[config.mk]
export PLATFORM = sky130hd
export DESIGN_NAME = gci_std_display_prog_fifo
export DESIGN_NICKNAME = d
export VERILOG_FILES = /design/src/rtl/gci_std_display_fifo_pkg.sv /design/src/rtl/gci_std_display_fifo_ram.sv /design/src/rtl/gci_std_display_prog_fifo.sv
export SDC_FILE = /design/constraint.sdc
export NUM_CORES = 1
export LEC_CHECK = 0
export CAP_MARGIN = 20
export CELL_PAD_IN_SITES_DETAIL_PLACEMENT = 0
export CELL_PAD_IN_SITES_GLOBAL_PLACEMENT = 1
export CORE_AREA = 10 10 187 189
export CTS_CLUSTER_SIZE = 20
export DETAILED_ROUTE_END_ITERATION = 8
export DIE_AREA = 0 0 197 199
export PLACE_DENSITY = 0.68
export SLEW_MARGIN = 20
export SYNTH_ARGS = -nofsm -noshare
export SYNTH_HDL_FRONTEND = slang
export SYNTH_SLANG_ARGS = --single-unit
[constraint.sdc]
create_clock -name iCLOCK -period 4.6 [get_ports iCLOCK]
set_input_delay 0.69 -clock iCLOCK [delete_from_list [all_inputs] [get_ports iCLOCK]]
set_output_delay 0.69 -clock iCLOCK [all_outputs]
set_load 0.02 [all_outputs]
[src/rtl/gci_std_display_fifo_pkg.sv]
// Shared definitions for the gci_std_display FIFO family.
//   fifo_ptr_width : pointer/count width from log2(depth); one extra bit tells full from empty.
//   SHOWAHEAD      : head word presented combinationally while not empty.
//   REGISTERED     : read data registered, valid one cycle after an accepted read.
package gci_std_display_fifo_pkg;

  localparam int unsigned SHOWAHEAD  = 1;
  localparam int unsigned REGISTERED = 0;

  function automatic int unsigned fifo_ptr_width(input int unsigned depth_n);
    return depth_n + 1;
  endfunction

endpackage

[src/rtl/gci_std_display_fifo_ram.sv]
// Simple dual-port storage for the display FIFO: one synchronous write port and one
// asynchronous read port. Contents are never reset.
//   iCLOCK  : write clock
//   iWE     : write enable
//   iWADDR  : write index
//   iWDATA  : write data
//   iRADDR  : read index
//   oRDATA  : read data (combinational)
module gci_std_display_fifo_ram #(
  parameter int unsigned P_N       = 16,
  parameter int unsigned P_DEPTH_N = 4
) (
  input  logic                 iCLOCK,
  input  logic                 iWE,
  input  logic [P_DEPTH_N-1:0] iWADDR,
  input  logic [P_N-1:0]       iWDATA,
  input  logic [P_DEPTH_N-1:0] iRADDR,
  output logic [P_N-1:0]       oRDATA
);

  localparam int unsigned Depth = 1 << P_DEPTH_N;

  logic [P_N-1:0] mem [Depth];

  always_ff @(posedge iCLOCK) begin
    if (iWE) begin
      mem[iWADDR] <= iWDATA;
    end
  end

  assign oRDATA = mem[iRADDR];

endmodule

[src/rtl/gci_std_display_prog_fifo.sv]
// Synchronous FIFO with programmable full/empty thresholds for the display path.
// Optional sticky error flags are built when GCI_STD_DISPLAY_FIFO_ERRFLAG_EN is defined;
// otherwise oOVERFLOW/oUNDERFLOW are tied low.
//   iCLOCK/inRESET    : clock, asynchronous active-low reset
//   iREMOVE           : synchronous flush, overrides reads and writes
//   iWR_EN/iWR_DATA   : write request/data; oWR_FULL, oWR_PROG_FULL (count >= iPROG_FULL_TH)
//   iRD_EN            : read request; oRD_DATA/oRD_VALID read data and qualifier
//   oRD_EMPTY         : empty; oRD_PROG_EMPTY (count <= iPROG_EMPTY_TH)
//   oCOUNT            : occupancy
//   oOVERFLOW         : sticky write-while-full
//   oUNDERFLOW        : sticky read-while-empty
module gci_std_display_prog_fifo
  import gci_std_display_fifo_pkg::*;
#(
  parameter int unsigned P_N         = 16,
  parameter int unsigned P_DEPTH_N   = 4,
  parameter int unsigned P_SHOWAHEAD = SHOWAHEAD
) (
  input  logic               iCLOCK,
  input  logic               inRESET,
  input  logic               iREMOVE,
  input  logic               iWR_EN,
  input  logic [P_N-1:0]     iWR_DATA,
  output logic               oWR_FULL,
  output logic               oWR_PROG_FULL,
  input  logic [P_DEPTH_N:0] iPROG_FULL_TH,
  input  logic               iRD_EN,
  output logic [P_N-1:0]     oRD_DATA,
  output logic               oRD_VALID,
  output logic               oRD_EMPTY,
  output logic               oRD_PROG_EMPTY,
  input  logic [P_DEPTH_N:0] iPROG_EMPTY_TH,
  output logic [P_DEPTH_N:0] oCOUNT,
  output logic               oOVERFLOW,
  output logic               oUNDERFLOW
);

  localparam int unsigned W = fifo_ptr_width(P_DEPTH_N);
  localparam logic [W-1:0] DepthW = {1'b1, {P_DEPTH_N{1'b0}}};

  logic [W-1:0]   wr_ptr_q, wr_ptr_d;
  logic [W-1:0]   rd_ptr_q, rd_ptr_d;
  logic [W-1:0]   count;
  logic           full, empty;
  logic           wr_acc, rd_acc;
  logic [P_N-1:0] ram_rdata;

  // Extra pointer bit makes count == depth distinguishable from count == 0.
  assign count = wr_ptr_q - rd_ptr_q;
  assign full  = (count == DepthW);
  assign empty = (count == '0);

  assign wr_acc = iWR_EN && !full;
  assign rd_acc = iRD_EN && !empty;

  assign oCOUNT         = count;
  assign oWR_FULL       = full;
  assign oRD_EMPTY      = empty;
  assign oWR_PROG_FULL  = (iPROG_FULL_TH == '0) || (count >= iPROG_FULL_TH);
  assign oRD_PROG_EMPTY = (iPROG_EMPTY_TH >= DepthW) || (count <= iPROG_EMPTY_TH);

  always_comb begin
    wr_ptr_d = wr_ptr_q;
    rd_ptr_d = rd_ptr_q;
    if (iREMOVE) begin
      wr_ptr_d = '0;
      rd_ptr_d = '0;
    end else begin
      if (wr_acc) wr_ptr_d = wr_ptr_q + W'(1);
      if (rd_acc) rd_ptr_d = rd_ptr_q + W'(1);
    end
  end

  always_ff @(posedge iCLOCK or negedge inRESET) begin
    if (!inRESET) begin
      wr_ptr_q <= '0;
      rd_ptr_q <= '0;
    end else begin
      wr_ptr_q <= wr_ptr_d;
      rd_ptr_q <= rd_ptr_d;
    end
  end

  gci_std_display_fifo_ram #(
    .P_N       (P_N),
    .P_DEPTH_N (P_DEPTH_N)
  ) u_ram (
    .iCLOCK (iCLOCK),
    .iWE    (wr_acc && !iREMOVE),
    .iWADDR (wr_ptr_q[P_DEPTH_N-1:0]),
    .iWDATA (iWR_DATA),
    .iRADDR (rd_ptr_q[P_DEPTH_N-1:0]),
    .oRDATA (ram_rdata)
  );

  if (P_SHOWAHEAD == SHOWAHEAD) begin : g_showahead
    assign oRD_DATA  = ram_rdata;
    assign oRD_VALID = !empty;
  end else begin : g_registered
    logic [P_N-1:0] rd_data_q, rd_data_d;
    logic           rd_valid_q, rd_valid_d;

    // Data holds when no read is accepted, including during a flush.
    always_comb begin
      rd_data_d  = rd_data_q;
      rd_valid_d = 1'b0;
      if (!iREMOVE && rd_acc) begin
        rd_data_d  = ram_rdata;
        rd_valid_d = 1'b1;
      end
    end

    always_ff @(posedge iCLOCK or negedge inRESET) begin
      if (!inRESET) begin
        rd_data_q  <= '0;
        rd_valid_q <= 1'b0;
      end else begin
        rd_data_q  <= rd_data_d;
        rd_valid_q <= rd_valid_d;
      end
    end

    assign oRD_DATA  = rd_data_q;
    assign oRD_VALID = rd_valid_q;
  end

`ifdef GCI_STD_DISPLAY_FIFO_ERRFLAG_EN
  logic overflow_q, overflow_d;
  logic underflow_q, underflow_d;

  always_comb begin
    overflow_d  = overflow_q | (iWR_EN && full);
    underflow_d = underflow_q | (iRD_EN && empty);
    if (iREMOVE) begin
      overflow_d  = 1'b0;
      underflow_d = 1'b0;
    end
  end

  always_ff @(posedge iCLOCK or negedge inRESET) begin
    if (!inRESET) begin
      overflow_q  <= 1'b0;
      underflow_q <= 1'b0;
    end else begin
      overflow_q  <= overflow_d;
      underflow_q <= underflow_d;
    end
  end

  assign oOVERFLOW  = overflow_q;
  assign oUNDERFLOW = underflow_q;
`else
  assign oOVERFLOW  = 1'b0;
  assign oUNDERFLOW = 1'b0;
`endif

endmodule

# == After elaboration in Yosys (flattened, before gate mapping) ==
# Memories as Yosys holds them, arrays and structs flattened.
# Index checks and enable logic that the tools add are counted.
# totals
register_bits,10
ramBits,256
in_bits,31
out_inout_bits,28
memories,1
# classes
n_eq_ne,1
n_lt_le_gt_ge,3
n_reduce_logical,12
n_addsub,3
muxes,6
# memory_table
name,words,word_bits,rd,rd_ports_with_merged_regs,write_ports,line_no,text
u_ram.mem,16,16,1,0,1,gci_std_display_fifo_ram.sv:23,logic [P_N-1:0] mem [Depth];
# op_table
operator,count
two-way mux 5 bit,4
"adder 5 x 1 -> 5 bit, second input constant",2
zero test 5 bit,2
"== test 5 bit, second input constant",1
>= comparator 5 bit,1
">= comparator 5 bit, second input constant",1
<= comparator 5 bit,1
subtractor 5 bit,1
nonzero test 2 bit,2
logical AND 1 bit,3
zero test 1 bit,3
logical OR 1 bit,2
two-way mux 1 bit,2

# == Depth between registers and ports, before layout ==
# Gate-level depths: netlist of the first run.
# logic_depth
ltp_word,7
mapped_depth,13
mapped_depth_nobuf,13

# == By module ==
# A second synthesis of the first run with hierarchy kept.
# unflattened
cells_unflattened,541
area_unflattened_um2,10737.8
# modules_own_cells
mod,seq_area_each_um2,n_inst,area_per_inst_um2,cells_per_inst
gci_std_display_fifo_ram,7687.4,1,9723.1,416
gci_std_display_prog_fifo,250.2,1,1014.7,125

# == Worst setup path after synthesis of the first run ==
# OpenSTA, ideal clock, no wires.
# synth_path
path_type,flip-flop to flip-flop
from,register rd_ptr_q[1]
to,"memory u_ram.mem[11][0], enable pin"
n_path_buf,3
t_arrival_ps,4410
setup_slack_ps,-246
path_stages_with_launch,10
synth_period_minus_slack_ps,4846
setup_time_ps,436
path_cell_list,dfrtp_1 -> buf_1 -> clkbuf_1 -> inv_1 -> fa_1 -> and2b_2 -> o2111ai_1 -> a211oi_4 -> buf_6 -> nor4b_1
# synth_between
elab_chain_cells,7
# synth_rtl
item,line_no,text
"start, declared",gci_std_display_prog_fifo.sv:42,"logic [W-1:0] rd_ptr_q, rd_ptr_d;"
"start signal, assigned",gci_std_display_prog_fifo.sv:80,rd_ptr_q <= rd_ptr_d;
subtractor 5 bit,gci_std_display_prog_fifo.sv:49,assign count = wr_ptr_q - rd_ptr_q;
named net oCOUNT[1],gci_std_display_prog_fifo.sv:33,"output logic [P_DEPTH_N:0] oCOUNT,"
== test 5 bit,gci_std_display_prog_fifo.sv:50,assign full = (count == DepthW);
named net oWR_FULL,gci_std_display_prog_fifo.sv:24,"output logic oWR_FULL,"
zero test 1 bit,gci_std_display_prog_fifo.sv:53,assign wr_acc = iWR_EN && !full;
logical AND 1 bit,gci_std_display_prog_fifo.sv:53,
logical AND 1 bit,gci_std_display_prog_fifo.sv:89,".iWE (wr_acc && !iREMOVE),"
two-way mux 1 bit,gci_std_display_fifo_ram.sv:26,if (iWE) begin
two-way mux 1 bit (implied by the code),gci_std_display_fifo_ram.sv:27,mem[iWADDR] <= iWDATA;
"end, declared",gci_std_display_fifo_ram.sv:23,
# The timed path passes the listed nets, and every way through them passes these cells.

# == Final worst setup path of the first run ==
# layout_path
from,register wr_ptr_q[0]
to,output oWR_FULL
# layout_between
elab_chain_cells,2
# layout_rtl
item,line_no,text
"start, declared",gci_std_display_prog_fifo.sv:41,"logic [W-1:0] wr_ptr_q, wr_ptr_d;"
"start signal, assigned",gci_std_display_prog_fifo.sv:79,wr_ptr_q <= wr_ptr_d;
subtractor 5 bit,gci_std_display_prog_fifo.sv:49,
== test 5 bit,gci_std_display_prog_fifo.sv:50,
"end, declared",gci_std_display_prog_fifo.sv:24,
# No other way between the ends.

==> impl_metrics.toml, run 1 <==
[outcome]
status = "completed"

[global_route]
grt_start_max_net_pins = 68
gr-total-overflow = 0
grt_usage = 0.117
grt_pass1_vias = 5523
grt_antenna_before_repair = 1
grt_pass1_wl_um = 34700

[sta]
fin_crit_ns = 4.38
clock_skew_ns = 0.0141
rsz0062_at_grt = "false"
worst_slack_ns = 0.217
period_share = 0.953
max_clock_freq_mhz = 228
slew_headroom = 0.257
tightest_slew_ns = 1.11
setup_violations = 0
slew_violations = 0
hold_violations = 0
hold_ws_ns = 0.483

[placed_design]
gp_congestion = 0.743
dp_cells = 960
dp_slack_ns = 0.490
portBuffers = 56
dp_hpwl_um = 13600

[synthesis]
yosys.area.top_type = "edfxtp_1"
synth_common_cells = "edfxtp_1 (256), mux4_2 (80), inv_1 (17)"
yosys_warnings = 0
postSynth.asyncResetShare = 0.0376
ys_top_cells_by_area = "edfxtp_1 (71%), mux4_2 (17%), dfrtp_1 (2.3%), ha_1 (1.9%), inv_1 (0.59%)"
syn_inst = 499
ys_seq_area_frac = 0.737
ys_ff_latch = 266
synth_top_area_share = 0.714
yosys_most_used_dff = "edfxtp_1"
synth_edf_count = 256
synth_cell_types = 48
syn_avg_cell_area_um2 = 21.6
netlist_area_um2 = 10800
yosysMostFrequentCell = "edfxtp_1"

[clock_tree]
cts_buffer_depth = 3
root_buffer = "clkbuf_16"
numCtsBuffers = 28
hold_buffers = 0
h-tree-depth = 1
tritoncts = "built"
post_cts_buffers = 0
clk-insertion-delay-late_ns = 0.54
cts_sinks = 266
path_clk_slew_ns = 0.06

[floorplan]
io_pins = 59
start_util = 0.345
dieArea_um2 = 39200
num_rows = 65
die_x_um = 197
core_area_um2 = 31200
die_y_um = 199

[pwr]
powerDensity_nw_per_um2 = 507
power_leakage_uw = 0.00407
ir_drop_mv = 0.241

[route]
via_per_inst = 5.08
routedWlPerCell_um = 22.7
drtIter0Drc = 355
num_vias = 5129
drt_pre_antenna_iters = 4
post-route-drc-count = 0
wl_um = 22900
antenna_left = 0

[critical_path]
worst-path-max-fanout = 6
crit_path_end_kind = "output port"
required_ns = 3.91
crit_type = "flop to output port"
cp-start-kind = "flop"
arrival_ns = 3.69

[cells_and_area]
nNetsFinal = 636
drive_gt1_frac = 0.285
syn2layout_area_growth_pct = 19.0
utilization = 0.410
finalNonFillerCells = 1010

[flow_run]
drv_cap = 0

[hold_path]
hold_class = "primary input to asynchronous set/reset pin"
-- area by class of cell --
type                            count  area (um^2)
Fill cell                        2750        18400
Multi-Input combinational cell    190         2700
Tap cell                          402          503
Inverter                           19         71.3
Antenna cell                        1         2.50
Clock buffer                       36          731
Timing Repair Buffer               83          761
Sequential cell                   266         7940
Clock inverter                     13          100
-- where the power goes --
part / switching [uW] / total, uW / leakage [uW] / internal (uW)
combinational: 867 / 1750 / 0.00123 / 880
sequential: 19.7 / 2730 / 0.00244 / 2710
clock: 853 / 2020 / 0.000393 / 1170
total: 1740 / 6500 / 0.00407 / 4760
-- kinds of logic (layout without fill, tap and decap cells) --
| logic type | count (synthesis) | after routing | synth area share |
|---|---|---|---|
| buf+inv | 44 | 151 | 0.0174 |
| flops | 266 | 266 | 0.737 |
| mux | 81 | 81 | 0.168 |
| compound gates | 31 | 31 | 0.0206 |
| other cells | 1 | 3 | 0.000348 |
| simple gates | 53 | 53 | 0.0296 |
| fa+ha+maj | 19 | 19 | 0.0223 |
| xor+xnor | 4 | 4 | 0.00395 |
-- through the flow --
step	cell area, um^2	TNS, ns	total power [uW]
after floorplan	10800	-10.75	3970
after global placement	12000	0	4540
after detailed placement	12000	0	4570
after CTS	12800	0	6590
after global routing	12800	0	6790
final	12800	0	6500
-- worst max-delay path, cell delays in order, from the launching register on --
cell	delay, ns
dfrtp_1	0.44
inv_1	0.13
ha_1	0.18
inv_1	0.06
fa_1	0.53
or3b_1	0.41
or4_4	0.45
a211oi_4	0.31
clkdlybuf4s50_1	0.67
-- state kept, by name, summed over array words and instances, names as in the netlist --
register / flops
rd_ptr_q: 5
u_ram.mem: 256
wr_ptr_q: 5
-- worst paths after layout --
kind | slack, ns | from | endpoint | depth (start not counted)
max | 0.22 | wr_ptr_q[0] | oWR_FULL | 8
min | 0.48 | inRESET | rd_ptr_q[2] | 1
max reg2reg | 0.79 | wr_ptr_q[0] | u_ram.mem[3][2] | 10
min reg2reg | 0.56 | wr_ptr_q[4] | wr_ptr_q[4] | 2
max in group asynchronous | 3.76 | inRESET | rd_ptr_q[0] | 1
min in group iCLOCK | 0.56 | wr_ptr_q[4] | wr_ptr_q[4] | 2
-- cells in the final DEF (no fill, tap or decap), drive strengths merged, types with 7 or more instances in the layout --
| master | netlist | layout |
|---|---|---|
| buf | 13 | 27 |
| inv | 19 | 20 |
| and3 | 7 | 7 |
| a21oi | 13 | 13 |
| edfxtp | 256 | 256 |
| clkinv | 0 | 9 |
| clkbuf | 12 | 37 |
| clkdlybuf4s50 | 0 | 54 |
| mux4 | 80 | 80 |
| ha | 16 | 16 |
| or3 | 7 | 7 |
| o21ai | 10 | 10 |
| dfrtp | 10 | 10 |
-- layer usage --
| layer | wire length [um] | vias to the layer above | global-route usage |
|---|---|---|---|
| met4 | 369 | 0 | 0.0256 |
| li1 | - | 2270 | - |
| met5 | 0 | - | 0 |
| met3 | 1370 | 26 | 0.0245 |
| met1 | 9750 | 2700 | 0.152 |
| met2 | 11400 | 133 | 0.199 |
-- repair_timing --
item | 4_1_cts | 5_1_grt
gates resized for setup | 1 | 4
gates cloned | 0 | 0
setup endpoints to repair | 1 | 2
Note: power is estimated with default switching activity, not from simulation.
==> inputs of run 2 (changes only) <==
Settings changed: ABC_AREA from default to 1, CORE_AREA 10 10 187 189 to 10 10 190 192, DIE_AREA 0 0 197 199 to 0 0 200 202, PLACE_DENSITY 0.68 to 0.65.
==> run 2 against run 1 <==
Core utilization fell by 0.58 points. Sequential share of layout area shrank 1.2 points. Register-to-register slack improved by 0.42 ns. Routed wire length grew 27%. Die area grew 3.1%. Synthesized cell count rose by 77%. Cell count rose by 39%. Setup slack better by 0.086 ns. Via count up 39%. Maximum frequency up 2.0%. Power up 0.76%. First-iteration DRC count up 68%. Highest routed layer unchanged.
==> impl_metrics.toml, run 2 <==
[critical_path]
reg2reg_depth = 11
r2r-start = "rd_ptr_q[1]"
crit_type = "flop to output port"
crit_path_end_kind = "output port"
worst-path-max-fanout = 36
r2r-end = "u_ram.mem[2][15]"
r2r_slack_ns = 1.21
arrival_ns = 3.61
cp-start-kind = "flop"
required_ns = 3.91
worstSetupStartpoint = "rd_ptr_q[0]"

[pwr]
p_clk_frac = 0.313
ir_drop_mv = 0.423
power_switching_uw = 2050
pwr-share-comb = 0.267
intPower_uw = 4490
pwr-share-seq = 0.420
p_sw_frac = 0.314
powerDensity_nw_per_um2 = 502
power_leakage_uw = 0.00439

[sta]
setup_violations = 0
hold_ws_ns = 0.489
tightest_slew_ns = 0.793
period_share = 0.934
clock_skew_ns = 0.0171
slew_violations = 0
rsz0062_at_grt = "false"
fin_crit_ns = 4.30
max_clock_freq_mhz = 233
hold_violations = 0
fin_tns_setup_ns = 0
slew_headroom = 0.471

[synthesis]
netlist_area_um2 = 11100
syn_inst = 882
synth_top_area_share = 0.693
synth_cell_types = 33
synth_common_cells = "edfxtp_1 (256), nor2_1 (141), o21ai_0 (130)"
yosys.area.top_type = "edfxtp_1"
yosys_most_used_dff = "edfxtp_1"
yosysMostFrequentCell = "edfxtp_1"
postSynth.asyncResetShare = 0.0376
syn_avg_cell_area_um2 = 12.6
ys_ff_latch = 266
synth_edf_count = 256
ys_top_cells_by_area = "edfxtp_1 (69%), o21ai_0 (5.9%), nor2_1 (4.8%), nand2_1 (2.5%), dfrtp_1 (2.3%)"
yosys_warnings = 0
ys_seq_area_frac = 0.715

[placed_design]
place_area_um2 = 12200
gp_congestion = 0.733
portBuffers = 56
dp_hpwl_um = 15800

[outcome]
status = "completed"

[route]
wl_um = 29100
post-route-drc-count = 0
drtIter0Drc = 595
antenna_left = 0
via_per_inst = 5.07
num_vias = 7119
routedWlPerCell_um = 20.7
drt_pre_antenna_iters = 5

[cells_and_area]
layout_common_cells = "edfxtp_1 (256), nor2_1 (135), o21ai_0 (130), nand2_1 (74), clkdlybuf4s50_1 (56)"
largest_reg_flops = 256
fill_cells = 3037
nNetsFinal = 992
top_regs = "u_ram.mem: 256 flops, rd_ptr_q: 5 flops, wr_ptr_q: 5 flops"
drive_gt1_frac = 0.0936
regMostFlops = "u_ram.mem"
syn2layout_area_growth_pct = 17.7
final_common_cell = "edfxtp_1"
final_area_um2 = 13100

[floorplan]
num_rows = 66
core_area_um2 = 32300
io_pins = 59
die_y_um = 202
die_x_um = 200
dieArea_um2 = 40400
start_util = 0.344

[clock_tree]
post_cts_buffers = 0
root_buffer = "clkbuf_16"
clk-insertion-delay-late_ns = 0.55
path_clk_slew_ns = 0.06
cts_sinks = 266
h-tree-depth = 1
cts_resized = 0
numCtsBuffers = 28
tritoncts = "built"
hold_buffers = 0
cts_buffer_depth = 3

[global_route]
gr-total-overflow = 0
grt_usage = 0.143
grt_antenna_before_repair = 1
grt_start_max_net_pins = 77
grt_pass1_vias = 7077
grt_pass1_wl_um = 44000

[flow_run]
drv_cap = 0

[hold_path]
hold_class = "primary input to asynchronous set/reset pin"
run 2: cells by family after synthesis:
group	count (synthesis)	synth area share
buf+inv	89	0.0333
flops	266	0.715
xor+xnor	9	0.00778
compound gates	208	0.109
simple gates	292	0.115
fa+ha+maj	17	0.0198
other cells	1	0.000338
run 2: critical path, cell delays in order (launching register included):
cell	delay (ns)
dfrtp_4	0.68
ha_1	0.21
inv_1	0.06
fa_1	0.44
nand3_1	0.13
nand2_1	0.06
nand2_1	0.08
nand2_2	0.08
inv_2	0.11
ha_1	0.28
nand3_1	0.10
nand2_1	0.05
inv_1	0.05
nand3_1	0.07
nand2_1	0.06
clkdlybuf4s50_1	0.61
run 2: layout make-up:
cell class	count	area (um^2)	share of cell area
timing repair buffer	84	796	0.0609
tap	442	553	0.0424
inverter	36	136	0.0104
sequential	266	7940	0.608
clock buffer	36	731	0.0560
multi-input combinational	528	2810	0.215
antenna	1	2.50	0.000192
clock inverter	12	86.3	0.00661
run 2: per-layer routing:
layer	share of wire	vias to the layer above	wire length, um	track usage
li1	-	3369	-	-
met1	0.45	3516	13100	0.199
met2	0.47	203	13500	0.225
met3	0.067	31	1940	0.0279
met4	0.016	0	452	0.0316
met5	0	-	0	0
run 2: power by group through the flow:
stage	Combinational, uW	Sequential, uW	Clock (uW)
after floorplan	1130	2770	0
after global placement	1770	2800	0
after detailed placement	1770	2800	0
after CTS	1780	2750	2090
after global routing	1950	2760	2180
final	1750	2750	2050
run 2: stage by stage:
stage / setup WS, ns / utilization / std cells / power, uW
floorplan: 1.42 / - / 883 / 3900
global route: 0.0124 / 0.404 / 1404 / 6890
finish: 0.303 / 0.404 / 1405 / 6550
global placement: 0.862 / 0.379 / 1356 / 4570
detailed placement: 0.837 / 0.379 / 1356 / 4580
CTS: 0.253 / 0.404 / 1404 / 6630
run 2: how the worst max path moves through the flow:
stage / endpoint / slack [ns] / cells past startpoint
floorplan: u_ram.mem[14][0] / 1.42 / 9
global placement: oRD_PROG_EMPTY / 0.86 / 14
detailed placement: oRD_PROG_EMPTY / 0.84 / 15
CTS: oRD_PROG_EMPTY / 0.25 / 15
global route: oRD_PROG_EMPTY / 0.01 / 15
finish: oRD_PROG_EMPTY / 0.30 / 15
==> inputs of run 3 (changes only) <==
Settings changed: CORE_AREA 10 10 190 192 to 4 4 184 186, DIE_AREA 0 0 200 202 to 0 0 188 190, PLACE_DENSITY 0.65 to 0.63.
Clock period 4.6 ns to 4.5 ns, I/O delays scaled along.
==> run 3 against run 2 <==
Register-to-register slack got worse by 0.05 ns. Global-route usage increased by 1.3 points. First-iteration DRC count increased by 7.9%. Largest cell class unchanged. Critical path depth decreased by 1. Critical endpoint unchanged. Count of clock-buffer cells in the layout increased by 6. Core utilization increased by 0.27 points. Power increased by 5.3%. Sequential cell count unchanged. Clock power increased by 12%.
==> impl_metrics.toml, run 3 (synthesized netlist as in run 2, its figures left out) <==
[route]
drtIter0Drc = 642
drt_pre_antenna_iters = 6
antenna_left = 0
via_per_inst = 5.01
routedWlPerCell_um = 20.0
post-route-drc-count = 0
wl_um = 28200
num_vias = 7055

[cells_and_area]
syn2layout_area_growth_pct = 18.4
layout_common_cells = "edfxtp_1 (256), nor2_1 (135), o21ai_0 (130), nand2_1 (74), clkdlybuf4s50_1 (56)"
regArea_um2 = 7940
drive_gt1_frac = 0.0984
regMostFlops = "u_ram.mem"
top_regs = "u_ram.mem: 256 flops, rd_ptr_q: 5 flops, wr_ptr_q: 5 flops"
fill_cells = 3086
diodes = 0
nNetsFinal = 991
largest_reg_flops = 256
final_common_cell = "edfxtp_1"
multi_input_area_um2 = 2810

[global_route]
grt_pass1_wl_um = 42500
grt_antenna_before_repair = 0
grt_start_max_net_pins = 89
grt_usage = 0.156
grt_pass1_vias = 6835
gr-total-overflow = 0

[pwr]
intPower_uw = 4800
p_clk_frac = 0.334
pwr-share-seq = 0.404
powerDensity_nw_per_um2 = 525
p_sw_frac = 0.304
power_switching_uw = 2100
pwr-share-comb = 0.262
power_leakage_uw = 0.00443
ir_drop_mv = 0.434

[critical_path]
crit_type = "flop to output port"
cp-start-kind = "flop"
worst-path-max-fanout = 10
crit_path_end_kind = "output port"
arrival_ns = 3.55
required_ns = 3.83
path_common_cell = "nand2_1"
path_cells = "clkinv_1 > ha_1 > nand3_1 > nand2_1 > nand2_1 > nand2_2 > inv_2 > ha_1 > nand3_1 > nand2_1 > inv_1 > nand3_1 > nand2_1 > clkdlybuf4s50_1"
cp_slowest_cell = "clkdlybuf4s50_1"
cp_slowest_stage_delay_ns = 0.60

[clock_tree]
hold_buffers = 0
post_cts_buffers = 0
path_clk_slew_ns = 0.06
clk-insertion-delay-late_ns = 0.53
cts_sinks = 266
root_buffer = "clkbuf_16"
numCtsBuffers = 28
cts_resized = 0
h-tree-depth = 1
tritoncts = "built"
cts_buffer_depth = 3

[sta]
period_share = 0.938
fin_crit_ns = 4.22
hold_violations = 0
fin_tns_setup_ns = 0
clock_skew_ns = 0.0114
setup_violations = 0
slew_headroom = 0.389
slew_violations = 0
tightest_slew_ns = 0.916
hold_ws_ns = 0.486
max_clock_freq_mhz = 237
rsz0062_at_grt = "false"

[floorplan]
start_util = 0.344
core_area_um2 = 32300
die_y_um = 190
dieArea_um2 = 35700
die_x_um = 188
io_pins = 59
num_rows = 66

[outcome]
status = "completed"

[placed_design]
dp_hpwl_um = 14900
portBuffers = 56
gp_congestion = 0.737

[flow_run]
drv_cap = 0

[hold_path]
hold_class = "primary input to asynchronous set/reset pin"
## run 3: cell count changes in the layout (fill, tap and decap cells not counted)
cell	before	now
clkinvlp_4	0	1
buf_12	2	1
bufinv_16	1	3
clkinv_1	12	8
clkbuf_1	8	10
clkbuf_16	28	29
clkinv_8	1	0
clkbuf_8	0	3
diode_2	1	0
## run 3: power by group through the flow
stage	Sequential [uW]	Combinational [uW]	Clock, uW
2_1_floorplan	2830	1150	0
3_3_place_gp	2840	1840	0
3_5_place_dp	2840	1830	0
4_1_cts	2780	1840	2360
5_1_grt	2790	2010	2460
6_report	2780	1810	2300
## run 3: worst paths after layout
kind	from	end	slack, ns	cells after the start
max in group asynchronous	inRESET	rd_ptr_q[0]	3.62	1
setup / recovery	rd_ptr_q[2]	oRD_PROG_EMPTY	0.28	14
min in group iCLOCK	rd_ptr_q[4]	rd_ptr_q[4]	0.59	2
setup reg to reg	rd_ptr_q[1]	u_ram.mem[1][3]	1.16	11
hold / removal	inRESET	wr_ptr_q[4]	0.49	1
hold reg to reg	rd_ptr_q[4]	rd_ptr_q[4]	0.59	2
## run 3: critical path, delay by kind of cell (launching register included)
kind	cells	cell delay, ns
buffers and inverters	4	1.11
flip-flops	1	0.35
adder cells (fa/ha/maj)	2	0.90
AND/OR/NAND/NOR	8	0.65
## run 3: layout make-up
class / instances / share of cell area
well taps: 442 / 0.0421
repair buffers: 83 / 0.0590
clock inverters: 10 / 0.00933
inverters: 36 / 0.0104
multi-input cells: 528 / 0.214
flip-flops and latches: 266 / 0.604
clock buffers: 42 / 0.0612
## run 3: per-layer routing
layer / vias up / share of wire / global-route usage
met1: 3497 / 0.47 / 0.224
met5: - / 0 / 0
met3: 26 / 0.048 / 0.0237
li1: 3359 / - / -
met2: 173 / 0.47 / 0.254
met4: 0 / 0.013 / 0.0302
## run 3: metrics by stage
step	area [um^2]	setup WS [ns]	std cells	power, uW	utilization
detailed placement	12200	0.812	1355	4670	0.378
CTS	13100	0.227	1407	6980	0.407
global route	13100	0.0536	1407	7270	0.407
floorplan	11100	1.32	883	3980	-
finish	13100	0.277	1407	6900	0.407
global placement	12200	0.826	1355	4670	0.378
